File: src/rtl/dbf_beam_sum_if.sv
// Beam-combiner port bundle: per-channel weighted I/Q in, framed beam sample stream out.
// Streaming is valid-only: a sample transfers on every cycle its valid is 1; there is no ready/backpressure.
interface dbf_beam_sum_if #(
    parameter int NCH   = 8,
    parameter int IN_W  = 32,
    parameter int OUT_W = 16
);
    logic [NCH*IN_W-1:0]     din_i;
    logic [NCH*IN_W-1:0]     din_q;
    logic                    din_valid;
    logic                    frame_start;
    logic [NCH-1:0]          ch_mask;
    logic                    clr_sat;
    logic signed [OUT_W-1:0] dout_i;
    logic signed [OUT_W-1:0] dout_q;
    logic                    dout_valid;
    logic                    dout_last;
    logic                    sat_flag;

    modport master (
        output din_i, din_q, din_valid, frame_start, ch_mask, clr_sat,
        input  dout_i, dout_q, dout_valid, dout_last, sat_flag
    );

    modport slave (
        input  din_i, din_q, din_valid, frame_start, ch_mask, clr_sat,
        output dout_i, dout_q, dout_valid, dout_last, sat_flag
    );
endinterface

File: src/rtl/dbf_beam_sum.sv
// Beam combiner: masked input register, pipelined adder tree, shift + saturate, frame counter.
// Optional build macro DBF_SUM_ROUND_EN selects round-half-up before the shift instead of truncation.
module dbf_beam_sum #(
    parameter int NCH       = 8,
    parameter int IN_W      = 32,
    parameter int OUT_W     = 16,
    parameter int SHIFT     = 16,
    parameter int FRAME_LEN = 1024
) (
    input  logic             clk,
    input  logic             rst_n,
    dbf_beam_sum_if.slave    bus
);
    localparam int LV = $clog2(NCH);
    localparam int SW = IN_W + LV;
    localparam int RW = SW + 1;
    localparam int CW = $clog2(FRAME_LEN + 1);
    localparam logic signed [RW-1:0] SAT_MAX = RW'((64'sd1 <<< (OUT_W - 1)) - 64'sd1);
    localparam logic signed [RW-1:0] SAT_MIN = ~SAT_MAX;
`ifdef DBF_SUM_ROUND_EN
    localparam logic signed [RW-1:0] HALF = RW'(64'sd1 <<< (SHIFT - 1));
`endif

    // Valid and frame-start tags ride one bit per pipeline level alongside the data.
    logic [LV:0] vld_sr;
    logic [LV:0] fs_sr;

    always_ff @(posedge clk or negedge rst_n) begin
        if (!rst_n) begin
            vld_sr <= '0;
            fs_sr  <= '0;
        end else begin
            vld_sr <= {vld_sr[LV-1:0], bus.din_valid};
            fs_sr  <= {fs_sr[LV-1:0], bus.din_valid & bus.frame_start};
        end
    end

    for (genvar l = 0; l <= LV; l++) begin : g_lvl
        localparam int N = NCH >> l;
        localparam int W = IN_W + l;
        logic signed [W-1:0] acc_i [N];
        logic signed [W-1:0] acc_q [N];

        if (l == 0) begin : g_in
            // Mask is applied in the same register as the sample, so it can change per sample.
            always_ff @(posedge clk or negedge rst_n) begin
                if (!rst_n) begin
                    for (int k = 0; k < N; k++) begin
                        acc_i[k] <= '0;
                        acc_q[k] <= '0;
                    end
                end else begin
                    for (int k = 0; k < N; k++) begin
                        acc_i[k] <= bus.ch_mask[k] ? bus.din_i[k*IN_W +: IN_W] : '0;
                        acc_q[k] <= bus.ch_mask[k] ? bus.din_q[k*IN_W +: IN_W] : '0;
                    end
                end
            end
        end else begin : g_add
            // One extra bit per level makes overflow inside the tree impossible.
            always_ff @(posedge clk or negedge rst_n) begin
                if (!rst_n) begin
                    for (int k = 0; k < N; k++) begin
                        acc_i[k] <= '0;
                        acc_q[k] <= '0;
                    end
                end else begin
                    for (int k = 0; k < N; k++) begin
                        acc_i[k] <= W'(g_lvl[l-1].acc_i[2*k]) + W'(g_lvl[l-1].acc_i[2*k+1]);
                        acc_q[k] <= W'(g_lvl[l-1].acc_q[2*k]) + W'(g_lvl[l-1].acc_q[2*k+1]);
                    end
                end
            end
        end
    end

    logic signed [SW-1:0] sum_i;
    logic signed [SW-1:0] sum_q;
    assign sum_i = g_lvl[LV].acc_i[0];
    assign sum_q = g_lvl[LV].acc_q[0];

    // Returns {saturated, value}.
    function automatic logic [OUT_W:0] scale_sat(input logic signed [SW-1:0] sum);
        logic signed [RW-1:0] ext;
        logic signed [RW-1:0] sh;
        ext = RW'(sum);
`ifdef DBF_SUM_ROUND_EN
        ext = ext + HALF;
`endif
        sh = ext >>> SHIFT;
        if (sh > SAT_MAX)      scale_sat = {1'b1, SAT_MAX[OUT_W-1:0]};
        else if (sh < SAT_MIN) scale_sat = {1'b1, SAT_MIN[OUT_W-1:0]};
        else                   scale_sat = {1'b0, sh[OUT_W-1:0]};
    endfunction

    logic [OUT_W:0] res_i;
    logic [OUT_W:0] res_q;
    logic [CW-1:0]  cnt;
    logic [CW-1:0]  cnt_inc;
    logic [CW-1:0]  cnt_nxt;
    logic           last_nxt;

    always_comb begin
        res_i    = scale_sat(sum_i);
        res_q    = scale_sat(sum_q);
        cnt_inc  = fs_sr[LV] ? CW'(1) : cnt + CW'(1);
        last_nxt = vld_sr[LV] && (cnt_inc == CW'(FRAME_LEN));
        cnt_nxt  = cnt;
        if (vld_sr[LV]) cnt_nxt = last_nxt ? '0 : cnt_inc;
    end

    always_ff @(posedge clk or negedge rst_n) begin
        if (!rst_n) begin
            bus.dout_i     <= '0;
            bus.dout_q     <= '0;
            bus.dout_valid <= 1'b0;
            bus.dout_last  <= 1'b0;
            bus.sat_flag   <= 1'b0;
            cnt            <= '0;
        end else begin
            bus.dout_valid <= vld_sr[LV];
            bus.dout_last  <= last_nxt;
            cnt            <= cnt_nxt;
            if (vld_sr[LV]) begin
                bus.dout_i <= res_i[OUT_W-1:0];
                bus.dout_q <= res_q[OUT_W-1:0];
            end
            // A saturating output beats a simultaneous clear.
            if (vld_sr[LV] && (res_i[OUT_W] || res_q[OUT_W])) bus.sat_flag <= 1'b1;
            else if (bus.clr_sat)                               bus.sat_flag <= 1'b0;
        end
    end
endmodule
File: src/flat_wrapper.sv
// flat-port wrapper written by rule: the top's interface ports become plain ports
module dbf_beam_sum_flat 
#(
    parameter int NCH       = 8,
    parameter int IN_W      = 32,
    parameter int OUT_W     = 16,
    parameter int SHIFT     = 16,
    parameter int FRAME_LEN = 1024
)
  (clk, rst_n, bus_din_i, bus_din_q, bus_din_valid, bus_frame_start, bus_ch_mask, bus_clr_sat, bus_dout_i, bus_dout_q, bus_dout_valid, bus_dout_last, bus_sat_flag);
  dbf_beam_sum_if #(.NCH(NCH), .IN_W(IN_W), .OUT_W(OUT_W)) bus_i ();
  input  logic clk;
  input  logic rst_n;
  input wire logic [$bits(bus_i.din_i)-1:0] bus_din_i;
  input wire logic [$bits(bus_i.din_q)-1:0] bus_din_q;
  input wire logic [$bits(bus_i.din_valid)-1:0] bus_din_valid;
  input wire logic [$bits(bus_i.frame_start)-1:0] bus_frame_start;
  input wire logic [$bits(bus_i.ch_mask)-1:0] bus_ch_mask;
  input wire logic [$bits(bus_i.clr_sat)-1:0] bus_clr_sat;
  output wire logic [$bits(bus_i.dout_i)-1:0] bus_dout_i;
  output wire logic [$bits(bus_i.dout_q)-1:0] bus_dout_q;
  output wire logic [$bits(bus_i.dout_valid)-1:0] bus_dout_valid;
  output wire logic [$bits(bus_i.dout_last)-1:0] bus_dout_last;
  output wire logic [$bits(bus_i.sat_flag)-1:0] bus_sat_flag;
  assign bus_i.din_i = bus_din_i;
  assign bus_i.din_q = bus_din_q;
  assign bus_i.din_valid = bus_din_valid;
  assign bus_i.frame_start = bus_frame_start;
  assign bus_i.ch_mask = bus_ch_mask;
  assign bus_i.clr_sat = bus_clr_sat;
  assign bus_dout_i = bus_i.dout_i;
  assign bus_dout_q = bus_i.dout_q;
  assign bus_dout_valid = bus_i.dout_valid;
  assign bus_dout_last = bus_i.dout_last;
  assign bus_sat_flag = bus_i.sat_flag;
  dbf_beam_sum #(.NCH(NCH), .IN_W(IN_W), .OUT_W(OUT_W), .SHIFT(SHIFT), .FRAME_LEN(FRAME_LEN)) u_core (.clk(clk), .rst_n(rst_n), .bus(bus_i));
endmodule
File: config.mk
export PLATFORM = sky130hd
export DESIGN_NAME = dbf_beam_sum_flat
export DESIGN_NICKNAME = d
export VERILOG_FILES = /design/src/rtl/dbf_beam_sum_if.sv /design/src/rtl/dbf_beam_sum.sv /design/src/flat_wrapper.sv
export SDC_FILE = /design/constraint.sdc
export NUM_CORES = 2
export LEC_CHECK = 0
export BUFFER_PORTS_ARGS = -buffer_cell sky130_fd_sc_hd__buf_2
export CORE_ASPECT_RATIO = 1.4
export CORE_MARGIN = 4
export CORE_UTILIZATION = 48
export CTS_CLUSTER_SIZE = 16
export DETAILED_ROUTE_END_ITERATION = 12
export GPL_TIMING_DRIVEN = 0
export PLACE_DENSITY_LB_ADDON = 0.1
export SYNTH_ARGS = -nofsm -noshare
export SYNTH_HDL_FRONTEND = slang
export SYNTH_SLANG_ARGS = --single-unit
File: constraint.sdc
create_clock -name clk -period 8.9 [get_ports clk]
set_clock_uncertainty 0.05 [all_clocks]
set_input_delay 0.445 -clock clk [delete_from_list [all_inputs] [get_ports clk]]
set_output_delay 0.445 -clock clk [all_outputs]
set_load 0.05 [all_outputs]
Yosys cells after proc, flatten, opt, wreduce, memory -nomap -nowiden
Index checks and enable logic that the tools add are counted.

Add/subtract/negate cells: 15. Magnitude comparators: 4. Equal/unequal tests: 1. Multiplexer cells: 24. Bitwise operators: 1. Reduce and logical (&&, ||, !) cells: 4.

Operators with widths (number): $mux W32 (16); $add A32 B32 Y33 (8); $add A33 B33 Y34 (4); $add A34 B34 Y35 (2); $mux W17 (4); $gt A19 B16 Y1 const B (2); $lt A19 B16 Y1 const B (2); $mux W11 (2); $add A11 B1 Y11 const B (1); $eq A11 B11 Y1 const B (1); $logic_and A1 B1 Y1 (2); $mux W1 (2); $reduce_bool A2 Y1 (1); $and A1 B1 Y1 (1); $logic_or A1 B1 Y1 (1).

Register bits: 1036. Output and inout bits: 35. Word-level logic and storage cells: 87.

Depth between registers and ports, before layout
Depth after elaboration: 6. Depth in mapped cells: 12. Mapped depth without buffers: 12.

Least setup slack after synthesis
No wires, ideal clock.

Kind: reg-to-reg. Start point: register u_core.g_lvl[0].acc_i[0] in the netlist's numbering. End point: register u_core.g_lvl[1].acc_i[30] in the netlist's numbering. Setup time: 80 ps. Data arrival time: 2780 ps. Slack: 5990 ps. Cell stages (with the launch flop): 12. Cells stage by stage: dfrtp_1 -> ha_1 -> fa_1 -> a21o_1 -> a21oi_1 -> o21ai_0 -> a221oi_2 -> o31ai_1 -> a41oi_2 -> a21oi_2 -> a311oi_1 -> xnor2_1.

Word-level cells in the longest chain between the ends: 1.

Ends and longest elaborated chain: start, declared (line dbf_beam_sum.sv:41) `logic signed [W-1:0] acc_i [N];`; start signal, assigned by index (line dbf_beam_sum.sv:54) `acc_i[k] <= bus.ch_mask[k] ? bus.din_i[k*IN_W +: IN_W] : '0;`; $add A32 B32 Y33 (line dbf_beam_sum.sv:69) `acc_i[k] <= W'(g_lvl[l-1].acc_i[2*k]) + W'(g_lvl[l-1].acc_i[2*k+1]);`; end signal, assigned by index (line dbf_beam_sum.sv:69); end, declared (line dbf_beam_sum.sv:41).

No other way between the ends. A chain may end at the register's enable or synchronous reset.

Final worst setup path
Start point: register u_core.g_lvl[0].acc_q[0] in the netlist's numbering. End point: register u_core.g_lvl[1].acc_q[32] in the netlist's numbering.

Word-level cells in the longest chain between the ends: 1.

Ends and longest elaborated chain: start, declared (line dbf_beam_sum.sv:42) `logic signed [W-1:0] acc_q [N];`; start signal, assigned by index (line dbf_beam_sum.sv:55) `acc_q[k] <= bus.ch_mask[k] ? bus.din_q[k*IN_W +: IN_W] : '0;`; $add A32 B32 Y33 (line dbf_beam_sum.sv:70) `acc_q[k] <= W'(g_lvl[l-1].acc_q[2*k]) + W'(g_lvl[l-1].acc_q[2*k+1]);`; end signal, assigned by index (line dbf_beam_sum.sv:70); end, declared (line dbf_beam_sum.sv:42).

No other way between the ends.

==> results.py <==
metrics = {
    "yosys": {
        "synthTopCellsByArea": "dfrtp_1 50%, ha_1 11%, and2_1 6.6%",
        "ys_seq_area_frac": 0.4981,
        "synth_area_um2": 50440,
        "synth-async-reset-ratio": 1.000,
        "yosysTopAreaCell": "dfrtp_1",
        "synthCells": 4647,
        "synth_edf_count": 0,
        "synth_fp_nets": 5639,
        "ys.flop_type": "dfrtp_1",
        "synth-seq-cells": 1004,
        "ys_warn_count": 0,
        "avgSynthCellArea_um2": 10.85,
        "yosysTopAreaCellShare": 0.4981,
        "synthDistinctLibCells": 82,
    },
    "detailed_routing": {
        "routedWlPerCell_um": 18.95,
        "viasPerCell": 5.289,
        "firstDrtPassIters": 5,
        "ant_nets": 0,
        "drc_errors": 0,
        "first_iter_violations": 1778,
        "vias": 38416,
        "wirelength_um": 137700,
    },
    "sta": {
        "hold_viol": 0,
        "fin_hold_ws_ns": 0.05105,
        "post-route-period-util": 0.3988,
        "worstMarginPinSlew_ns": 1.448,
        "slew_violations": 0,
        "slew_headroom": 0.03440,
        "rsz0062_at_grt": "false",
        "max_freq_mhz": 281.7,
        "finalCriticalPeriod_ns": 3.550,
        "finalSetupTns_ns": 0,
        "setup_viol": 0,
        "fin_ws_ns": 5.350,
    },
    "place": {
        "globalplace.congestion": 0.9032,
        "dp_slack_ns": 5.374,
        "port_buffers": 551,
        "hpwlAfterDp_um": 101400,
    },
    "layout": {
        "fill_cells": 8390,
        "mostFrequentLayoutCell": "dfrtp_1",
        "final_cell_mix": "1004 x dfrtp_1, 550 x buf_2, 536 x and2_1, 510 x dlygate4sd3_1, 455 x ha_1",
        "utilization": 0.6128,
        "layout-drive-gt1-share": 0.1327,
        "fin_nets": 6811,
        "area_growth_pct": 26.62,
    },
    "clock_tree": {
        "clk_path_buf_depth": 3,
        "path_clk_slew_ns": 0.06,
        "cts_resized": 0,
        "clock-sinks": 1004,
        "cts_tree": "built",
        "post_cts_buffers": 0,
        "clk_latency_ns": 0.68,
        "clockRootBuffer": "clkbuf_16",
        "cts_htree_levels": 3,
        "cts_made_buffers": 101,
    },
    "critical_path": {
        "crit_chain": "ha_1, fa_1, a21o_1, a21o_1, a21oi_1, o211ai_1, nand3_1, a41oi_1, a41oi_1, o21ai_0, a41oi_1",
        "crit_fanout": 4,
        "slowest_stage": "a41oi_1",
        "cp-end-kind": "register",
        "reg2reg_slack_ns": 5.35,
        "path_class": "reg -> reg",
        "slowest_delay_ns": 0.53,
        "cp_common_cell": "a41oi_1",
        "startpoint_type": "register",
        "arrival_ns": 4.04,
        "crit_required_ns": 9.39,
    },
    "global_route": {
        "grtUsageTotal": 0.2486,
        "grt_antenna_before_repair": 13,
        "grt_pass1_wl_um": 214100,
        "first_global_vias": 40738,
        "grt_max_degree": 127,
        "grt_remaining_overflow": 0,
    },
    "run_status": {
        "status": "complete, no violations",
    },
    "flow_run": {
        "maxCapViolCount": 0,
    },
    "floorplan": {
        "io_pins": 560,
        "die_h_um": 391.6,
        "num_rows": 140,
        "fp.dieW_um": 282.0,
        "coreArea_um2": 104200,
        "die_area_um2": 110400,
        "initial_core_util": 0.4840,
    },
    "power": {
        "vdd_drop_max_mv": 0.2544,
        "p_per_area_nw_per_um2": 237.5,
        "leakage_nw": 31.51,
    },
    "min_path": {
        "hold_path_class": "in -> reg",
    },
}
## cell families (layout without fill, tap and decap cells)
kind of cell	Yosys count	count (layout)	share of synthesized area
AOI/OAI and AO/OA	1179	1179	0.1531
xor gates and xnor gates	369	369	0.06407
adders and majority gates	467	467	0.1176
buffers and inverters	261	1516	0.01942
DFF	1004	1004	0.4981
muxes	10	10	0.002133
other	0	13	0
and+or+nand+nor	1357	1357	0.1456
## cells in the mapped netlist (56+ instances only)
master,number
xnor2_1,258
a21oi_1,342
nor2_1,226
dfrtp_1,1004
a21o_1,213
clkbuf_1,92
and2_1,536
nand2b_1,56
o21ai_0,171
o21a_1,56
ha_1,455
xor2_1,111
o21bai_1,67
nand3_1,92
nor3_1,64
inv_1,166
nand2_1,188
## worst max-delay path: cells and delay by family (launching register included)
| family | cells | cell delay, ns |
|---|---|---|
| AOI/OAI and AO/OA | 8 | 2.25 |
| adders and majority gates | 2 | 0.61 |
| DFF | 1 | 0.36 |
| and+or+nand+nor | 1 | 0.14 |
## stage by stage
stage | total power (W) | area [um2] | cells
global route | 0.01610 | 63850 | 7254
finish | 0.01517 | 63870 | 7264
detailed placement | 0.01051 | 55120 | 6555
global placement | 0.01046 | 54890 | 6547
floorplan | 0.009074 | 50440 | 4647
CTS | 0.01535 | 63840 | 7251
## cell type report
type                    count  area, um2  share of cell area
repair buffers           1069       8093              0.1267
diodes                     13      32.53           0.0005093
multi-input cells        3382      24340              0.3811
clock buffers             143       2958             0.04631
inverters                 166      623.1            0.009756
well taps                1349       1688             0.02643
clock inverters            43      656.9             0.01028
flip-flops and latches   1004      25120              0.3934
plain buffers              95      357.8            0.005603
## per-layer routing
metal / part of all wire / track usage
met4: 0.044 / 0.1095
met2: 0.54 / 0.4714
met5: 0 / 0
met1: 0.37 / 0.2716
met3: 0.043 / 0.03797
## flip-flops by register name, summed over array words and instances (netlist names)
signal,count
u_core.g_lvl.acc_i,475
u_core.g_lvl.acc_q,475
u_core.bus.dout_i,16
u_core.bus.dout_q,16
u_core.cnt,11
u_core.fs_sr,4
u_core.vld_sr,4
u_core.bus.dout_last,1
u_core.bus.dout_valid,1
u_core.bus.sat_flag,1
## timing repair
action | CTS | global route
hold buffers | 510 | 0
endpoints found under the hold margin | 603 | 0
endpoints found under the setup margin | 0 | 0
## path summary, 6_finish.rpt
path | startpoint | endpoint | cells past startpoint
setup / recovery | u_core.g_lvl[0].acc_q[0]$_DFF_PN0_ | u_core.g_lvl[1].acc_q[32]$_DFF_PN0_ | 11
hold / removal | bus_din_i[128] | u_core.g_lvl[0].acc_i[96]$_DFF_PN0_ | 2
max in group asynchronous | rst_n | u_core.g_lvl[0].acc_i[236]$_DFF_PN0_ | 5
setup reg to reg | u_core.g_lvl[0].acc_q[0]$_DFF_PN0_ | u_core.g_lvl[1].acc_q[32]$_DFF_PN0_ | 11
min in group asynchronous | rst_n | u_core.g_lvl[0].acc_i[26]$_DFF_PN0_ | 2
hold reg to reg | u_core.vld_sr[0]$_DFF_PN0_ | u_core.vld_sr[1]$_DFF_PN0_ | 0
## where the power goes
| group | internal (W) | total (W) | switching (W) |
|---|---|---|---|
| combinational | 0.00202 | 0.00482 | 0.00280 |
| clock | 0.00275 | 0.00459 | 0.00183 |
| sequential | 0.00537 | 0.00576 | 0.000390 |
(Power assumes the default switching activity.)
